### config.mk
export PLATFORM = sky130hd
export DESIGN_NAME = lpif_link_online_ctrl
export DESIGN_NICKNAME = d
export VERILOG_FILES = /design/src/rtl/lpif_link_online_ctrl.sv
export SDC_FILE = /design/constraint.sdc
export NUM_CORES = 1
export LEC_CHECK = 0
export CAP_MARGIN = 20
export CELL_PAD_IN_SITES_DETAIL_PLACEMENT = 1
export CELL_PAD_IN_SITES_GLOBAL_PLACEMENT = 2
export CORE_MARGIN = 2
export CORE_UTILIZATION = 24
export CTS_BUF_LIST = sky130_fd_sc_hd__clkbuf_8 sky130_fd_sc_hd__clkbuf_16
export DETAILED_ROUTE_END_ITERATION = 16
export PLACE_DENSITY_LB_ADDON = 0.05
export SYNTH_ARGS = -nofsm -noshare
export SYNTH_HDL_FRONTEND = slang
export SYNTH_SLANG_ARGS = --single-unit
### constraint.sdc
create_clock -name clk_wr -period 3.35 [get_ports clk_wr]
set_clock_uncertainty 0.2 [all_clocks]
set_input_delay 0.8375 -clock clk_wr [delete_from_list [all_inputs] [get_ports clk_wr]]
set_output_delay 0.8375 -clock clk_wr [all_outputs]
set_load 0.005 [all_outputs]
### src/rtl/lpif_link_online_ctrl.sv
// Bring-up/teardown sequencer for one LPIF x1 half-rate master link; gates downstream valid until ACTIVE.
// Latency: every output is registered from the state/counter registers, one cycle behind the state change.
// Backpressure: none; dstrm_valid_out is dstrm_valid_in ANDed with a registered gate that only moves on clock edges.
module lpif_link_online_ctrl #(
  parameter int CNT_W   = 16,
  parameter int RETRY_W = 4
) (
  input  logic               clk_wr,
  input  logic               rst_wr,
  input  logic               phy_ready,
  input  logic               rx_online,
  input  logic               retrain_req,
  input  logic [CNT_W-1:0]   delay_x_value,
  input  logic [CNT_W-1:0]   delay_y_value,
  input  logic [CNT_W-1:0]   delay_z_value,
  input  logic [CNT_W-1:0]   timeout_value,
  input  logic [1:0]         dstrm_valid_in,
  output logic [1:0]         dstrm_valid_out,
  output logic               tx_online,
  output logic               link_up,
  output logic [2:0]         ctrl_state,
  output logic               timeout_err,
  output logic [RETRY_W-1:0] retrain_cnt
);

  typedef enum logic [2:0] {
    ST_IDLE    = 3'd0,
    ST_SETTLE  = 3'd1,
    ST_WAIT_RX = 3'd2,
    ST_HOLD    = 3'd3,
    ST_ACTIVE  = 3'd4,
    ST_DRAIN   = 3'd5,
    ST_ERROR   = 3'd6
  } state_t;

  localparam logic [CNT_W-1:0]   CNT_ONE   = {{(CNT_W-1){1'b0}}, 1'b1};
  localparam logic [RETRY_W-1:0] RETRY_ONE = {{(RETRY_W-1){1'b0}}, 1'b1};

  state_t             state_q, state_d;
  logic [CNT_W-1:0]   cnt_q, cnt_d, cnt_inc;
  logic [RETRY_W-1:0] retry_q, retry_d, retry_inc;
  logic               tmo_hit;
  logic               tx_on_dec;

  // Saturating increments: the delay counter must never wrap back onto a
  // compare value, and the retrain counter sticks at all-ones.
  assign cnt_inc   = (cnt_q == '1) ? cnt_q : cnt_q + CNT_ONE;
  assign retry_inc = (retry_q == '1) ? retry_q : retry_q + RETRY_ONE;

  // A zero timeout disables the WAIT_RX watchdog entirely.
  assign tmo_hit = (timeout_value != '0) && (cnt_q == timeout_value - CNT_ONE);

  // Next-state and counter update; every state entry clears the counter.
  always_comb begin
    state_d = state_q;
    cnt_d   = cnt_inc;
    retry_d = retry_q;
    case (state_q)
      ST_IDLE: begin
        cnt_d = '0;
        if (phy_ready && !retrain_req) state_d = ST_SETTLE;
      end
      ST_SETTLE: begin
        if (!phy_ready) begin
          state_d = ST_IDLE;
          cnt_d   = '0;
        end else if (cnt_q == delay_x_value) begin
          state_d = ST_WAIT_RX;
          cnt_d   = '0;
        end
      end
      ST_WAIT_RX: begin
        // rx_online arriving on the timeout cycle takes priority over the error.
        if (rx_online) begin
          state_d = ST_HOLD;
          cnt_d   = '0;
        end else if (tmo_hit) begin
          state_d = ST_ERROR;
          cnt_d   = '0;
        end
      end
      ST_HOLD: begin
        if (!rx_online) begin
          state_d = ST_WAIT_RX;
          cnt_d   = '0;
        end else if (cnt_q == delay_y_value) begin
          state_d = ST_ACTIVE;
          cnt_d   = '0;
        end
      end
      ST_ACTIVE: begin
        cnt_d = '0;
        if (retrain_req || !phy_ready || !rx_online) begin
          state_d = ST_DRAIN;
          retry_d = retry_inc;
        end
      end
      ST_DRAIN: begin
        // Drain always runs its full length, even if the PHY has gone away.
        if (cnt_q == delay_z_value) begin
          state_d = ST_IDLE;
          cnt_d   = '0;
        end
      end
      ST_ERROR: begin
        cnt_d = '0;
        if (retrain_req) state_d = ST_IDLE;
      end
      default: begin
        state_d = ST_IDLE;
        cnt_d   = '0;
      end
    endcase
  end

  assign tx_on_dec = (state_q == ST_WAIT_RX) || (state_q == ST_HOLD) ||
                     (state_q == ST_ACTIVE)  || (state_q == ST_DRAIN);

  // State, counters and the registered output decode.
  always_ff @(posedge clk_wr) begin
    if (rst_wr) begin
      state_q     <= ST_IDLE;
      cnt_q       <= '0;
      retry_q     <= '0;
      tx_online   <= 1'b0;
      link_up     <= 1'b0;
      ctrl_state  <= 3'd0;
      timeout_err <= 1'b0;
      retrain_cnt <= '0;
    end else begin
      state_q     <= state_d;
      cnt_q       <= cnt_d;
      retry_q     <= retry_d;
      tx_online   <= tx_on_dec;
      link_up     <= (state_q == ST_ACTIVE);
      ctrl_state  <= state_q;
      timeout_err <= (state_q == ST_ERROR);
      retrain_cnt <= retry_q;
    end
  end

  // link_up doubles as the flit gate: it only changes on a clock edge, so a
  // beat is either passed whole or blocked whole.
  assign dstrm_valid_out = dstrm_valid_in & {2{link_up}};

endmodule
### After elaboration in Yosys (flattened, before gate mapping)

Cells that the tools add are included.

| storage, ports and cells | value |
|---|---|
| register bits after elaboration | 33 |
| output and inout bits | 12 |
| bits of input ports | 71 |

| operators by class | value |
|---|---|
| eq/ne operators | 19 |
| bitwise gates (word level) | 2 |
| add/subtract/negate cells | 3 |
| muxes and demuxes | 20 |
| reduce and logical (&&, ||, !) cells | 14 |

Operators with widths:

| kind | count |
|---|---|
| 16-bit two-way mux | 8 |
| 16-bit == test | 4 |
| 16-bit case mux with 4 select lines | 1 |
| 3-bit two-way mux | 10 |
| 3-bit case mux with 7 select lines | 1 |
| 16-bit by 1-bit adder with 16-bit output (second input constant) | 1 |
| 16-bit == test (second input constant) | 1 |
| 16-bit nonzero test | 1 |
| 16-bit by 1-bit subtractor with 16-bit output (second input constant) | 1 |
| 3-bit == test (second input constant) | 3 |
| 3-bit != test (second input constant) | 3 |
| 2-bit != test (second input constant) | 4 |
| 7-bit AND reduction | 1 |
| 3-bit by 2-bit == test with 1-bit output (second input constant) | 2 |
| 1-bit logical OR | 5 |
| 4-bit by 1-bit adder with 4-bit output (second input constant) | 1 |
| 4-bit == test (second input constant) | 1 |
| 3-bit by 1-bit == test with 1-bit output (second input constant) | 1 |
| 1-bit logical NOT | 3 |
| 3-bit logical NOT | 1 |
| 3-bit AND reduction | 1 |
| 2-bit bitwise AND | 1 |
| 1-bit logical AND | 2 |
| 1-bit inverter | 1 |

### Depth between registers and ports, before layout

Gate-level depths: netlist (run 1).

| depth | value |
|---|---|
| depth after elaboration | 6 |
| gate-level depth with buffers | 11 |
| mapped depth without buffers | 10 |

### Least setup slack after synthesis (run 1)

No wires, ideal clock.

| timing path | value |
|---|---|
| path type | input port to flip-flop |
| start point | input timeout_value[0] |
| end point | register state_q[2] |
| setup time | 71 ps |
| arrival time | 2983 ps |
| stages | 10 |
| path slack | 96 ps |
| required time | 3079 ps |
| cell sequence | inv_1 > ha_1 > nor4b_2 > or2b_1 > xnor2_1 > or4_1 > nor4_2 > a21oi_2 > or4_1 > a21oi_1 |

| between the ends | value |
|---|---|
| longest elaborated chain between the ends | 5 |
| elaborated cells on any way between the ends | 6 |
| classes of those cells | add/sub: 1; eq/ne: 2; reduce/logical: 3 |

RTL lines:

| what | RTL line | text |
|---|---|---|
| from (decl) | 16 | `input logic [CNT_W-1:0] timeout_value,` |
| 16-bit by 1-bit subtractor with 16-bit output | 51 | `assign tmo_hit = (timeout_value != '0) && (cnt_q == timeout_value - CNT_ONE);` |
| 16-bit == test | 51 |  |
| 1-bit logical AND (*) | 51 |  |
| 3-bit != test (no source line) (*) | n/a |  |
| 7-bit AND reduction (no source line) (*) | n/a |  |
| to (signal assigned) | 131 | `state_q <= state_d;` |
| to (decl) | 39 | `state_t state_q, state_d;` |

Mark *: on every way between the ends. The rest lies on a longest branch, timed or not.
A chain may end at the register's enable or synchronous reset.

### Worst setup path after layout (run 1)

| timing path | value |
|---|---|
| start point | input timeout_value[10] |
| end point | register cnt_q[6] |

| between the ends | value |
|---|---|
| longest elaborated chain between the ends | 6 |
| elaborated cells on any way between the ends | 7 |
| classes of those cells | add/sub: 1; eq/ne: 1; mux: 3; reduce/logical: 2 |

RTL lines:

| what | RTL line | text |
|---|---|---|
| 16-bit by 1-bit subtractor with 16-bit output | 51 |  |
| 16-bit == test | 51 |  |
| 1-bit logical AND (*) | 51 |  |
| 16-bit two-way mux (*) | 77 | `end else if (tmo_hit) begin` |
| 16-bit two-way mux (*) | 74 | `if (rx_online) begin` |
| 16-bit case mux with 4 select lines (*) | 58 | `case (state_q)` |
| to (signal assigned) | 132 | `cnt_q <= cnt_d;` |
| to (decl) | 40 | `logic [CNT_W-1:0] cnt_q, cnt_d, cnt_inc;` |

Marks and branches as above.

==> out/qor.csv, run 1 <==
stage,metric,value,unit
cells_and_area,share of cells above drive strength 1,0.182,
cts,TritonCTS Sinks,33,
grt,GR Util met2,0.288,
cts,root buffer cell,clkbuf_8,
cells_and_area,most frequent cells in the layout,"clkdlybuf4s50_1 (72), xnor2_1 (45), buf_4 (43)",
cts,cts bufs inserted,5,
synthesis,Area contributors post-synth,"dfxtp_1 (25%), xnor2_1 (16%), xor2_1 (11%)",
cts,H-tree levels,2,
die,core area,10400,um2
status,outcome,completed,
pwr,VDD IR max,0.171,mV
critical_path,Startpoint Class,primary input,
routing,Residual DRC,0,
critical_path,CP max FO,8,
placed_design,HPWL Detailed,7480,um
synthesis,"Seq/Total Area, Yosys",0.254,
die,io pins,83,
synthesis,Synth Register Bits,33,
placed_design,DP Cell Count,561,
die,DIE WIDTH,108,um
synthesis,Mapped Nets,396,
synthesis,"FFs w/ async S/R, synth",0,
synthesis,post-synth top area cell,dfxtp_1,
grt,met3 GRT Util,0.0241,
critical_path,"Req. time, crit path",3330,ps
routing,DRT Pass-1 Iters,4,
critical_path,Worst path max stage delay,460,ps
critical_path,cell with the most instances on the worst path,buf_4,
timing,final setup fails,0,
routing,post-route ant nets,0,
pwr,Leak Pwr,0.00152,uW
synthesis,Yosys cell types,47,
placed_design,Port-buffer cells,82,
timing,Slew @ Worst Pin,529,ps
die,die area,11700,um2
cells_and_area,Fillers,1236,
timing,period utilization,0.968,
timing,max-slew violation count,0,
critical_path,CP endpoint kind,register,
die,Initial Utilization,0.249,
cts,"Hold-fix buffers, CTS",0,
critical_path,WS Path Type,primary input to register,
worst_hold_path,min-delay worst type,register to register,
grt,vias in the first global route,2822,
grt,GRT busiest layer,met2,
timing,fmax,308,MHz
timing,minimum clock period,3240,ps
synthesis,"Top FF cell, synth",dfxtp_1,
cells_and_area,Util after Layout,0.388,
cts,worst-skew pair later-pin latency,290,ps
cts,clock-pin slew on the worst setup and hold paths,80,ps
flow_run,max-cap viol count,0,
routing,initial drt markers,60,
grt,GRT overflow,0,
routing,Routed WL per cell,16.6,um
cells_and_area,Syn-to-layout area delta,55.6,%
timing,max_slew headroom,0.644,
cts,CTS tree,done,
die,Rows,37,
cells_and_area,Finished Layout Cells,571,
cts,CTS Buffer Depth,2,
die,Die Y,108,um
timing,Final Hold Viols,0,
grt,largest net degree at the start of global routing,17,
routing,final wirelength,9480,um
synthesis,yosys warns,0,
critical_path,sequence of cells on the critical path,clkdlybuf4s50_1 -> nor4_2 -> buf_4 -> nand4_1 -> buf_4 -> xnor2_2 -> nand3b_1 -> nor4_2 -> a21oi_2 -> buf_4 -> o21ai_4 -> buf_12 -> nor3_1,
routing,routed via count,2699,
grt,initial antenna violation count,0,
grt,GR Layer Usage met1,0.225,
pwr,PwrDens,253,nW/um2
cells_and_area,Layout Nets,508,
pwr,Tot Pwr,1020,uW
routing,drt via density,4.73,
critical_path,CP arrival,3220,ps
synthesis,Mapped Area,2600,um2
synthesis,Mean Syn Cell Area,8.07,um2
grt,total track usage,0.168,
synthesis,post-synth top area share,0.254,
cells_and_area,"commonest non-fill, non-tap cell in the layout",clkdlybuf4s50_1,
synthesis,Post-synth EDFFs,0,
cells_and_area,antenna diode count,0,
synthesis,Syn Inst Count,322,
grt,global-route wire length before repair,15000,um
placed_design,GPL Wtd Cong,0.851,
critical_path,Critical Path Slowest Stage Cell,clkdlybuf4s50_1,
worst max-delay path: cells and delay by family:
kind,cells,cell delay [ps]
buf+inv,5,1120
simple gates,5,750
compound gates,2,360
xor+xnor,1,150
Yosys cell counts, types with 9 or more instances:
cell type and instances:
nor2_1 24, nand4_1 19, a21oi_1 12, xnor2_1 46, xor2_1 33, o21ai_0 9, buf_2 15, nor3_1 11
nor2b_1 10, dfxtp_1 33, nor4_1 9, nand2_1 14, nand3_1 11
report_power, final:
part / internal, uW / leakage, uW / total (uW) / switching (uW)
clock network: 240 / 0.0000626 / 400 / 160
logic: 139 / 0.00119 / 225 / 85.3
registers: 395 / 0.000266 / 400 / 5.60
total: 774 / 0.00152 / 1020 / 251
kinds of logic after synthesis:
kind of cell,count (synthesis),synth area share
simple gates,135,0.295
xor+xnor,79,0.266
compound gates,35,0.0876
flops,33,0.254
buf+inv,30,0.0549
mux,7,0.0274
fa+ha+maj,3,0.0144
cell type report:
type                            count  area [um2]  area share
Clock buffer                        6        82.6      0.0204
Clock inverter                      2        33.8     0.00835
Inverter                            8        30.0     0.00743
Multi-Input combinational cell    259        1880       0.464
Sequential cell                    33         661       0.163
Tap cell                          136         170      0.0421
Timing Repair Buffer              127        1190       0.294
repair_timing:
| item | 4_1_cts | 5_1_grt |
|---|---|---|
| pin swaps | 10 | 5 |
| endpoints found under the setup margin | 18 | 18 |
| resized for setup | 34 | 10 |
| buffers inserted | 1 | 0 |
| cloned | 1 | 0 |
state kept, by name, summed over array words and instances, names as in the netlist:
name,cells
state_q,3
retrain_cnt,4
link_up,1
tx_online,1
ctrl_state,3
timeout_err,1
cnt_q,16
retry_q,4
metrics by stage:
stage | hold slack (ps) | instance area, um2 | setup TNS, ps | worst slack [ps]
after floorplan | 274 | 2600 | 0 | 96.4
after global placement | 303 | 3810 | -7640 | -458
after global routing | 322 | 4040 | -12.4 | -8.64
after CTS | 311 | 4000 | 0 | 0.376
after detailed placement | 299 | 3810 | -8460 | -516
final | 307 | 4040 | 0 | 108
final timing paths:
check                                        startpoint                         to  slack [ps]  depth (start not counted)
worst max-delay path                  timeout_value[10]        cnt_q[6]$_SDFF_PP0_         110                         13
worst min-delay path            retry_q[1]$_SDFFE_PP0P_  retrain_cnt[1]$_SDFF_PP0_         310                          1
worst max register to register      cnt_q[3]$_SDFF_PP0_    state_q[2]$_SDFFE_PP0P_         490                          9
worst min register to register  retry_q[1]$_SDFFE_PP0P_  retrain_cnt[1]$_SDFF_PP0_         310                          1
routing by layer:
layer  up-vias  part of all wire
met4         0            0.0092
met1      1296              0.46
li1       1345                 -
met5         -                 0
met2        52              0.49
met3         6             0.039
(Power assumes the default switching activity.)
==> inputs of run 2 (changes only) <==
Settings changed: CORE_MARGIN 2 to default, SLEW_MARGIN from default to 5.
==> run 2 against run 1 <==
  * Register-to-register slack improved by 40 ps
  * Utilization increased by 0.36 points
  * Die area decreased by 3.7%
  * Routed wire length decreased by 1.7%
  * Non-clock buffer count increased by 3
  * Sequential share of layout area decreased by 0.15 points
  * Power decreased by 0.11%
  * First-iteration DRC count decreased by 5.0%
  * Cell area increased by 0.93%
  * Via count decreased by 1.6%
  * Global-route usage increased by 0.28 points
  * Final cell count increased by 0.53%
  * Critical path type unchanged
  * Critical endpoint is now cnt_q[13]$_SDFF_PP0_
  * Largest cell class unchanged
  * Largest power group unchanged
==> out/qor.csv, run 2 (synthesized netlist as in run 1, its figures left out) <==
stage,metric,value,unit,change
flow_run,max-cap viol count,0,,unchanged
timing,RSZ-0062 raised after global routing,true,,
grt,initial antenna violation count,0,,unchanged
critical_path,WS Path Type,primary input to register,,
cells_and_area,biggest regs,"cnt_q (16), retrain_cnt (4), retry_q (4)",,
routing,post-route ant nets,0,,unchanged
die,die area,11200,um2,-3.7%
timing,fmax,307,MHz,-0.52%
cells_and_area,Syn-to-layout area delta,57.1,%,
die,core area,10400,um2,unchanged
critical_path,Startpoint Class,primary input,,
grt,largest net degree at the start of global routing,17,,unchanged
cts,cts bufs inserted,5,,unchanged
cts,H-tree levels,2,,unchanged
timing,max_slew headroom,0.681,,+0.0377
cells_and_area,Layout Nets,511,,+0.59%
timing,final setup fails,0,,unchanged
status,outcome,completed,,
die,io pins,83,,unchanged
cells_and_area,share of cells above drive strength 1,0.189,,+0.00789
routing,DRT Pass-1 Iters,4,,unchanged
timing,minimum clock period,3260,ps,+17.1 ps
cells_and_area,Largest register FFs,16,,unchanged
placed_design,HPWL Detailed,7430,um,-0.68%
placed_design,DP Cell Count,564,,+0.53%
worst_hold_path,min-delay worst type,register to register,,
critical_path,CP max FO,8,,unchanged
placed_design,Port-buffer cells,82,,unchanged
die,Rows,37,,unchanged
grt,global-route wire length before repair,14700,um,-2.2%
routing,drt via density,4.63,,-2.1%
routing,Routed WL per cell,16.2,um,-2.2%
cts,root buffer cell,clkbuf_8,,
cts,TritonCTS Sinks,33,,unchanged
die,Initial Utilization,0.249,,unchanged
cells_and_area,Biggest register,cnt_q,,
routing,initial drt markers,57,,-5.0%
cts,CTS Buffer Depth,2,,unchanged
critical_path,"Req. time, crit path",3320,ps,about the same
cts,"Hold-fix buffers, CTS",0,,unchanged
routing,final wirelength,9320,um,-1.7%
grt,vias in the first global route,2778,,-1.6%
routing,routed via count,2656,,-1.6%
timing,Final Hold Viols,0,,unchanged
pwr,PwrDens,251,nW/um2,-1.0%
cells_and_area,most frequent cells in the layout,"clkdlybuf4s50_1 (72), buf_4 (46), xnor2_1 (45)",,
timing,period utilization,0.973,,+0.00510
placed_design,GPL Wtd Cong,0.764,,-10%
timing,Slew @ Worst Pin,473,ps,-56.0 ps
grt,GRT overflow,0,,unchanged
die,Die Y,106,um,-1.9%
timing,max-slew violation count,0,,unchanged
critical_path,CP arrival,3230,ps,about the same
cts,CTS tree,done,,
cells_and_area,"commonest non-fill, non-tap cell in the layout",clkdlybuf4s50_1,,
cts,worst-skew pair later-pin latency,290,ps,about the same
critical_path,CP endpoint kind,register,,
routing,Residual DRC,0,,unchanged
pwr,Leak Pwr,0.00155,uW,+2.1%
pwr,Tot Pwr,1020,uW,-0.11%
cells_and_area,Finished Layout Cells,574,,+0.53%
cells_and_area,antenna diode count,0,,unchanged
grt,total track usage,0.171,,+0.00283
cts,clock-pin slew on the worst setup and hold paths,70,ps,about the same
pwr,VDD IR max,0.125,mV,-27%
die,DIE WIDTH,106,um,-1.9%
-- run 2: cell types whose count changed in the layout (fill, tap and decap cells not counted), sizes merged --
cell,delta
buf,+2
clkdlybuf4s15,+1
clkinvlp,+1
inv,-1
-- run 2: where the power goes --
part / leakage, uW / switching, uW / internal [uW]
combinational: 0.00122 / 87.9 / 139
sequential: 0.000266 / 5.23 / 395
clock: 0.0000574 / 155 / 242
total: 0.00155 / 248 / 776
-- run 2: worst paths after layout --
kind,from,endpoint,slack [ps],depth (start not counted)
hold reg to reg,retry_q[1]$_SDFFE_PP0P_,retrain_cnt[1]$_SDFF_PP0_,310,1
hold / removal,retry_q[1]$_SDFFE_PP0P_,retrain_cnt[1]$_SDFF_PP0_,310,1
setup reg to reg,cnt_q[3]$_SDFF_PP0_,state_q[2]$_SDFFE_PP0P_,530,9
setup / recovery,timeout_value[7],cnt_q[13]$_SDFF_PP0_,90,12
-- run 2: final cells by class --
type / instances / area, um2
fillers: 1235 / 6330
clock buffers: 6 / 82.6
multi-input cells: 259 / 1890
repair buffers: 130 / 1210
inverters: 8 / 30.0
well taps: 136 / 170
flip-flops and latches: 33 / 661
clock inverters: 2 / 37.5
-- run 2: worst max-delay path: stages --
cell             delay [ps]
clkdlybuf4s50_1         510
nor3_2                   50
buf_4                   150
nand4_1                 150
nor3_1                   80
or4_4                   530
nor4_4                  190
a21oi_2                 100
buf_4                   160
o21ai_4                 260
buf_12                  160
a21oi_1                  40
-- run 2: per-stage QoR --
step                hold WS (ps)  cell area [um2]  TNS, ps  worst slack [ps]  utilization
floorplan                    274             2600        0              96.4            -
global placement             299             3830    -8160              -488        0.368
detailed placement           304             3830    -9130              -534        0.368
CTS                          314             4050        0              7.31        0.388
global route                 325             4080    -3.76             -3.76        0.392
finish                       309             4080        0              91.0        0.392
-- run 2: timing repair --
item                       CTS  global route
setup buffers                1             0
pin swaps                   10             9
resized for setup           34             8
cloned                       1             0
setup endpoints to repair   18            18
-- run 2: routing by layer --
layer / part of all wire / routed length (um) / global-route usage / vias to the layer above
li1: - / - / - / 1346
met1: 0.49 / 4530 / 0.227 / 1257
met2: 0.48 / 4430 / 0.294 / 45
met3: 0.030 / 276 / 0.0233 / 8
met4: 0.0082 / 76 / 0.0357 / 0
met5: 0 / 0 / 0 / -
